**config.mk**
```make
export PLATFORM = sky130hd
export DESIGN_NAME = ntt_op_scheduler
export DESIGN_NICKNAME = d
export VERILOG_FILES = /design/src/rtl/ntt_op_scheduler.sv
export SDC_FILE = /design/constraint.sdc
export NUM_CORES = 1
export LEC_CHECK = 0
export ABC_AREA = 0
export CAP_MARGIN = 15
export CORE_MARGIN = 3
export CORE_UTILIZATION = 55
export DETAILED_ROUTE_END_ITERATION = 10
export DONT_BUFFER_PORTS = 1
export PLACE_DENSITY = 0.7
export SKIP_LAST_GASP = 1
export SYNTH_ARGS = -nofsm -noshare
export SYNTH_HDL_FRONTEND = slang
export SYNTH_SLANG_ARGS = --single-unit
export TNS_END_PERCENT = 100
```
**constraint.sdc**
```tcl
create_clock -name clk -period 8.2 [get_ports clk]
set_input_delay 1.23 -clock clk [delete_from_list [all_inputs] [get_ports clk]]
set_output_delay 1.23 -clock clk [all_outputs]
set_load 0.02 [all_outputs]
```
**src/rtl/ntt_op_scheduler.sv**
```systemverilog
// rtl/ntt_op_scheduler.sv - command queue and sequencer for the shared ntt_processor core
//
// Ports:
//   clk, rst_n                  clock (rising edge), asynchronous active-low reset
//   cmd_valid / cmd_ready       command handshake; cmd_ready = fifo_level < DEPTH
//   cmd_mode, cmd_add_or_sub    operation select carried to the core
//   cmd_off_a/b/w               RAM offsets carried to the core
//   cmd_tag                     opaque tag echoed on completion
//   flush                       discard every queued (not in-flight) command
//   core_start                  one-cycle start pulse to the core
//   core_mode .. core_off_w     core configuration, held stable for the whole op
//   core_last                   core last_cycle, honoured only in RUN
//   done_valid/done_tag/done_err  one-cycle completion pulse, tag, watchdog flag
//   busy                        scheduler active or commands queued
//   fifo_level                  queued command count
module ntt_op_scheduler #(
  parameter int ADDR_W  = 8,
  parameter int DEPTH   = 4,
  parameter int TAG_W   = 4,
  parameter int TIMEOUT = 1023,
  parameter int GAP     = 2
) (
  input  logic                     clk,
  input  logic                     rst_n,
  input  logic                     cmd_valid,
  output logic                     cmd_ready,
  input  logic [1:0]               cmd_mode,
  input  logic                     cmd_add_or_sub,
  input  logic [ADDR_W-1:0]        cmd_off_a,
  input  logic [ADDR_W-1:0]        cmd_off_b,
  input  logic [ADDR_W-1:0]        cmd_off_w,
  input  logic [TAG_W-1:0]         cmd_tag,
  input  logic                     flush,
  output logic                     core_start,
  output logic [1:0]               core_mode,
  output logic                     core_add_or_sub,
  output logic [ADDR_W-1:0]        core_off_a,
  output logic [ADDR_W-1:0]        core_off_b,
  output logic [ADDR_W-1:0]        core_off_w,
  input  logic                     core_last,
  output logic                     done_valid,
  output logic [TAG_W-1:0]         done_tag,
  output logic                     done_err,
  output logic                     busy,
  output logic [$clog2(DEPTH):0]   fifo_level
);

  localparam int PTR_W = $clog2(DEPTH);
  localparam int LVL_W = PTR_W + 1;
  localparam int WD_W  = $clog2(TIMEOUT + 1);
  localparam int GAP_W = $clog2(GAP + 1);
  localparam int ENT_W = 3 + 3 * ADDR_W + TAG_W;

  localparam logic [WD_W-1:0]  WD_LAST  = WD_W'(TIMEOUT - 1);
  localparam logic [GAP_W-1:0] GAP_LAST = GAP_W'(GAP - 1);
  localparam logic [LVL_W-1:0] LVL_FULL = LVL_W'(DEPTH);

  typedef enum logic [1:0] {
    S_IDLE,
    S_ISSUE,
    S_RUN,
    S_DRAIN
  } state_t;

  state_t state, state_next;

  logic [ENT_W-1:0]  mem [DEPTH];
  logic [PTR_W-1:0]  wr_ptr, rd_ptr;
  logic [ENT_W-1:0]  entry_in, head;
  logic [1:0]        head_mode;
  logic              head_aos;
  logic [ADDR_W-1:0] head_a, head_b, head_w;
  logic [TAG_W-1:0]  head_tag;
  logic              fifo_empty, push, pop;

  logic [TAG_W-1:0]  cur_tag;
  logic [WD_W-1:0]   wd;
  logic [GAP_W-1:0]  gap_cnt;
  logic              issue, finish, finish_err;

  assign entry_in   = {cmd_mode, cmd_add_or_sub, cmd_off_a, cmd_off_b, cmd_off_w, cmd_tag};
  assign head       = mem[rd_ptr];
  assign {head_mode, head_aos, head_a, head_b, head_w, head_tag} = head;
  assign fifo_empty = (fifo_level == '0);

  // Gated by rst_n so the ready output also reads 0 while reset is held.
  assign cmd_ready = rst_n && (fifo_level < LVL_FULL);
  assign push      = cmd_valid && cmd_ready && !flush;
  assign pop       = issue;
  assign busy      = (state != S_IDLE) || !fifo_empty;

  always_ff @(posedge clk or negedge rst_n) begin
    if (!rst_n) begin
      state <= S_IDLE;
    end else begin
      state <= state_next;
    end
  end

  // A flush in the cycle that would issue cancels the issue: the head is
  // still queued at that point, so it is discarded along with the rest.
  always_comb begin
    state_next = state;
    issue      = 1'b0;
    finish     = 1'b0;
    finish_err = 1'b0;
    unique case (state)
      S_IDLE: begin
        if (!fifo_empty && !flush) begin
          state_next = S_ISSUE;
          issue      = 1'b1;
        end
      end
      S_ISSUE: begin
        state_next = S_RUN;
      end
      S_RUN: begin
        if (core_last) begin
          state_next = S_DRAIN;
          finish     = 1'b1;
        end else if (wd == WD_LAST) begin
          state_next = S_DRAIN;
          finish     = 1'b1;
          finish_err = 1'b1;
        end
      end
      S_DRAIN: begin
        if (gap_cnt == GAP_LAST) begin
          if (!fifo_empty && !flush) begin
            state_next = S_ISSUE;
            issue      = 1'b1;
          end else begin
            state_next = S_IDLE;
          end
        end
      end
      default: state_next = S_IDLE;
    endcase
  end

  // Storage array carries no reset; validity is tracked by fifo_level.
  always_ff @(posedge clk) begin
    if (push) begin
      mem[wr_ptr] <= entry_in;
    end
  end

  always_ff @(posedge clk or negedge rst_n) begin
    if (!rst_n) begin
      wr_ptr     <= '0;
      rd_ptr     <= '0;
      fifo_level <= '0;
    end else if (flush) begin
      rd_ptr     <= wr_ptr;
      fifo_level <= '0;
    end else begin
      if (push) wr_ptr <= wr_ptr + PTR_W'(1);
      if (pop)  rd_ptr <= rd_ptr + PTR_W'(1);
      unique case ({push, pop})
        2'b10:   fifo_level <= fifo_level + LVL_W'(1);
        2'b01:   fifo_level <= fifo_level - LVL_W'(1);
        default: fifo_level <= fifo_level;
      endcase
    end
  end

  always_ff @(posedge clk or negedge rst_n) begin
    if (!rst_n) begin
      core_start      <= 1'b0;
      core_mode       <= '0;
      core_add_or_sub <= 1'b0;
      core_off_a      <= '0;
      core_off_b      <= '0;
      core_off_w      <= '0;
      cur_tag         <= '0;
      done_valid      <= 1'b0;
      done_err        <= 1'b0;
      done_tag        <= '0;
      wd              <= '0;
      gap_cnt         <= '0;
    end else begin
      core_start <= issue;
      done_valid <= finish;
      done_err   <= finish_err;
      if (issue) begin
        core_mode       <= head_mode;
        core_add_or_sub <= head_aos;
        core_off_a      <= head_a;
        core_off_b      <= head_b;
        core_off_w      <= head_w;
        cur_tag         <= head_tag;
      end
      if (finish) begin
        done_tag <= cur_tag;
      end
      // Watchdog counts completed RUN cycles; it stops at TIMEOUT on the
      // edge that forces the completion.
      if (issue) begin
        wd <= '0;
      end else if (state == S_RUN) begin
        wd <= wd + WD_W'(1);
      end
      if (finish) begin
        gap_cnt <= '0;
      end else if (state == S_DRAIN) begin
        gap_cnt <= gap_cnt + GAP_W'(1);
      end
    end
  end

endmodule
```
Word-level counts from Yosys, hierarchy flattened --
Memories as Yosys holds them, arrays and structs flattened. A register that Yosys moved wholly into a read port is not among the register bits. Cells that the tools add are included.
Word-level totals: logic and storage cells 70, memories kept 1, flip-flop bits (word level) 28, ROM bits 0, RAM bits 124, bits in latches 0, output and inout port bits 39
Memory list:
- mem | depth 4, width 31, read ports 1, clocked after memory_dff 1, write ports 1, RTL line 67 | logic [ENT_W-1:0] mem [DEPTH];
Cells by class: mux-type cells 24, shifts and indexed selects 0, bitwise operators 1, add/sub/neg operators 6, $mul 0, magnitude comparators 1, divide/modulo/power cells 0, equality and inequality tests 10, reductions and logical operators 17
Operators with widths (count):
- two-way mux 10 bit | 2
- two-way mux 2 bit | 8
- adder 10 x 1 -> 10 bit (second input constant) | 1
- equality test 10 bit (second input constant) | 1
- two-way mux 1 bit | 10
- one-hot mux 2 bit (4 select lines) | 1
- nonzero test 2 bit | 4
- adder 2 x 1 -> 2 bit (second input constant) | 3
- equality test 2 x 1 -> 1 bit (second input constant) | 3
- equality test 2 bit (second input constant) | 3
- one-hot mux 3 bit (2 select lines) | 1
- logical AND 1 bit | 4
- != test 2 bit (second input constant) | 2
- adder 3 x 1 -> 3 bit (second input constant) | 1
- logical NOT 1 bit | 3
- logical NOT 3 bit | 1
- less-than comparator 3 bit (second input constant) | 1
- two-way mux 3 bit | 1
- != test 3 bit (second input constant) | 1
- AND reduction 3 bit | 1
- nonzero test 3 bit | 1
- subtractor 3 x 1 -> 3 bit (second input constant) | 1
- logical NOT 2 bit | 1
- one-hot mux 1 bit (2 select lines) | 1
- other kinds (3) | 3

Longest topological paths before layout --
word-level depth 9, depth in mapped cells 11, mapped depth without buffers 9

Least setup slack after synthesis --
Ideal clock, no wire load.
path type input to register, start point in flush, end point reg fifo_level[1], cell stages on the path 8, slack 4.719 ns, data arrival time 3.343 ns, buffers on the path 2, required time 8.061 ns, cells stage by stage or4_4 -> clkbuf_1 -> clkbuf_1 -> nor2_1 -> fa_1 -> nand2b_1 -> nor3_1 -> or4_1
Between the ends: longest elaborated chain between the ends 8, elaborated cells between the ends (all ways) 11, classes of those cells 2 x eq/ne; 5 x mux; 4 x reduce/logical
RTL lines:
- start: declaration | RTL line 33 | input logic flush,
- logical NOT 1 bit | RTL line 88, 109, 129
- logical AND 1 bit | RTL line 109, 129
- two-way mux 1 bit | RTL line 109, 129
- two-way mux 1 bit | RTL line 128 | if (gap_cnt == GAP_LAST) begin
- one-hot mux 1 bit (2 select lines) | RTL line 107 | unique case (state)
- equality test 2 x 1 -> 1 bit or equality test 2 bit (tied branches) | RTL line 159 | unique case ({push, pop})
- one-hot mux 3 bit (2 select lines) | RTL line 159
- two-way mux 3 bit | RTL line 153 | end else if (flush) begin
- end signal: assignment | RTL line 160 | 2'b10: fifo_level <= fifo_level + LVL_W'(1);
- end signal: assignment | RTL line 161 | 2'b01: fifo_level <= fifo_level - LVL_W'(1);
- end signal: assignment | RTL line 162 | default: fifo_level <= fifo_level;
- end: declaration | RTL line 45 | output logic [$clog2(DEPTH):0] fifo_level
Parallel ways exist; a longest one is shown, timed or not. A chain may end at the register's enable or synchronous reset.

Final worst setup path --
Same ends and word-level chain as after synthesis.

==> metrics.txt <==
minimum clock period after layout ~3000 ps; WL final roughly 12,000 µm; nets@finish approximately 490; RSZ-0062 raised after global routing no; DIE WIDTH 120 µm; end of the critical path fifo_level[1]; Power Internal 1.94 mW; routability cong. 0.711; GRT Overall Usage 18.9%; synth top area cells edfxtp_1, dfrtp_1, mux4_2; yosys warns 0; CTS clock-pin slew for the worst setup and hold paths about 60 ps; top-area cell type share of the netlist area 51.9%; DRC errors left 0; Yosys reg bits roughly 180; Final period util between 30% and 40%; # setup viols final 0; Main synth FF type edfxtp_1; DR pass1 iterations 4; Num CTS Buffers 17; Post-CTS Hold Buffers 0; Starting Density a little under three fifths; worst reg2reg path endpoint fifo_level[1]; Setup crit end kind flop; die outline height around 120 µm; required time of the critical path roughly 8500 ps; CP max stage delay 760 ps; Final Max Tran Viols 0; slowest CP cell or4_4; Worst Skew 14.5 ps; asr flop ratio synth around 32%; CTS tree done; clock sink count 183; post-layout util between 60% and 70%; grt ovf 0; outcome finished clean; sequential area share after synthesis 72.5%; Logic pwr share ~18%; sw frac around 30%; site row count slightly above 40; count leader, synth edfxtp_1; Clock power frac a little under a third; Worst Setup SP flush; CP Class in2reg; peak supply drop about 170 µV; Lkg Pwr 3.01 nW; RR Startpoint state[1]; total power ~2.8 mW; core area roughly 13,000 µm²; top post-synthesis cells by count edfxtp_1, nand2_1, dfrtp_1; Starting DRT DRC Count 226; Vias around 3,500; Setup Fix Bufs, Post-CTS 0; Gate Count Post-Synth 440; Buffers on Ports 0; NetSw between 800 and 900 µW; largest area contributor in the synthesized netlist edfxtp_1; post-cts sizing count 0; Worst setup SP type input pin; Hold Slack 478 ps; Reg2Reg Setup Slack between 5000 and 6000 ps; Least-Margin Pin Slew slightly below 900 ps; max-cap violations 0; CP Max Fanout 40; worst-path cell chain or4_4 -> nor2_1 -> fa_1 -> nand2b_1 -> nor3_1 -> or4_1; EDFF count, synth approximately 120; initial antenna violation count 0; hold crit path type reg2reg; Clock Latency Late Sink 420 ps; Routed Antenna Nets 0; setup TNS 0 ps; vias in the first global route approximately 3,700; power density cells around 350 nW/µm²; syn_area_per_cell 16.3 µm²; synthesized cell area between 7000 and 8000 µm²; Inserted Diodes 0; H-Tree Depth 4; first-pass GRT wire length 20,100 µm; Synth cell types between 40 and 50; power share of the sequential group between 50% and 60%; final hold violation count 0; synthesis-to-layout area growth 11.0%; largest net degree at the start of global routing 62; worst relative slew slack between 40% and 50%; Via density 5.59; syn_nets just under 500; layout cells sized above 1 17.9%; FMAX around 330 MHz; io pins 75; CTS max path bufs 2; CP arrival between 3000 and 4000 ps; root buf cell clkbuf_16; wire length per cell between 15 and 20 µm; full die area between 10,000 and 15,000 µm²; cell count of the worst reg-to-reg path 8; hpwl dp between 7000 and 8000 µm
worst min-delay path by stage:
stage,depth (start not counted),endpoint,slack [ps],from
floorplan,2,cur_tag[0],450,cur_tag[0]
global placement,2,cur_tag[1],460,cur_tag[1]
detailed placement,2,cur_tag[3],470,cur_tag[3]
CTS,0,rd_ptr[0],480,rst_n
global route,0,state[1],470,rst_n
finish,2,cur_tag[0],480,cur_tag[0]
sequential cells by signal, summed over array words and instances, names as in the netlist:
| register | flops |
|---|---|
| core_start | 1 |
| mem | 124 |
| cur_tag | 4 |
| done_tag | 4 |
| rd_ptr | 2 |
| wr_ptr | 2 |
| done_err | 1 |
| core_off_b | 8 |
| gap_cnt | 2 |
| core_off_w | 8 |
| wd | 10 |
| state | 2 |
| core_off_a | 8 |
| core_add_or_sub | 1 |
| fifo_level | 3 |
| done_valid | 1 |
| core_mode | 2 |
worst max-delay path, delay by kind of cell:
family,cells,cell delay [ps]
adders and majority gates,1,420
and+or+nand+nor,5,1630
cells in the final DEF, fill, tap and decap left out, types with 4 or more instances in the layout:
| cell type | count |
|---|---|
| inv_1 | 11 |
| a211oi_1 | 4 |
| xnor2_1 | 4 |
| nand2_1 | 103 |
| dfrtp_1 | 57 |
| nor2_1 | 13 |
| mux4_2 | 31 |
| mux2_4 | 4 |
| ha_1 | 11 |
| clkinv_2 | 4 |
| and2_2 | 4 |
| nor3_1 | 4 |
| xor2_1 | 5 |
| edfxtp_1 | 124 |
| bufinv_16 | 5 |
| clkbuf_16 | 17 |
power by group through the flow:
stage | Combinational, mW | Clock (mW) | Sequential, mW
6_report | 0.484 | 0.877 | 1.40
5_1_grt | 0.555 | 0.930 | 1.43
4_1_cts | 0.496 | 0.892 | 1.41
3_5_place_dp | 0.491 | 0 | 1.43
3_3_place_gp | 0.472 | 0 | 1.42
2_1_floorplan | 0.431 | 0 | 1.35
per-stage QoR:
step	instances	setup slack (ps)	area, µm²
4_1_cts	625	5220	7970
3_5_place_dp	593	4780	7320
6_report	625	5210	7970
3_3_place_gp	593	4810	7320
2_1_floorplan	440	4720	7170
5_1_grt	625	5080	7970
cell type report:
class                      count  area, µm²
sequential                   183       5200
fill                         949       4710
multi-input combinational    225       1840
timing repair buffer           1       7.51
clock buffer                  17        425
inverter                      12       46.3
tap                          172        215
clock inverter                15        224
kinds of logic (layout without fill, tap and decap cells):
family                     count (synthesis)  count (layout)  share of synthesized area [%]
adders and majority gates                 12              12                           2.20
AOI/OAI and AO/OA                         17              17                           1.85
muxes                                     37              37                           10.9
buffers and inverters                     32              45                           1.87
and+or+nand+nor                          149             149                           9.31
DFF                                      183             183                           72.5
xor gates and xnor gates                  10              10                           1.41
per-layer routing:
| metal | vias to the layer above | track usage [%] | wire, µm |
|---|---|---|---|
| met5 | - | 0 | 0 |
| met4 | 0 | 6.73 | 106 |
| li1 | 1603 | - | - |
| met1 | 1807 | 23.1 | 4930 |
| met2 | 73 | 29.8 | 6290 |
| met3 | 8 | 8.70 | 1030 |
No activity file was read; power rests on OpenSTA's default activity.
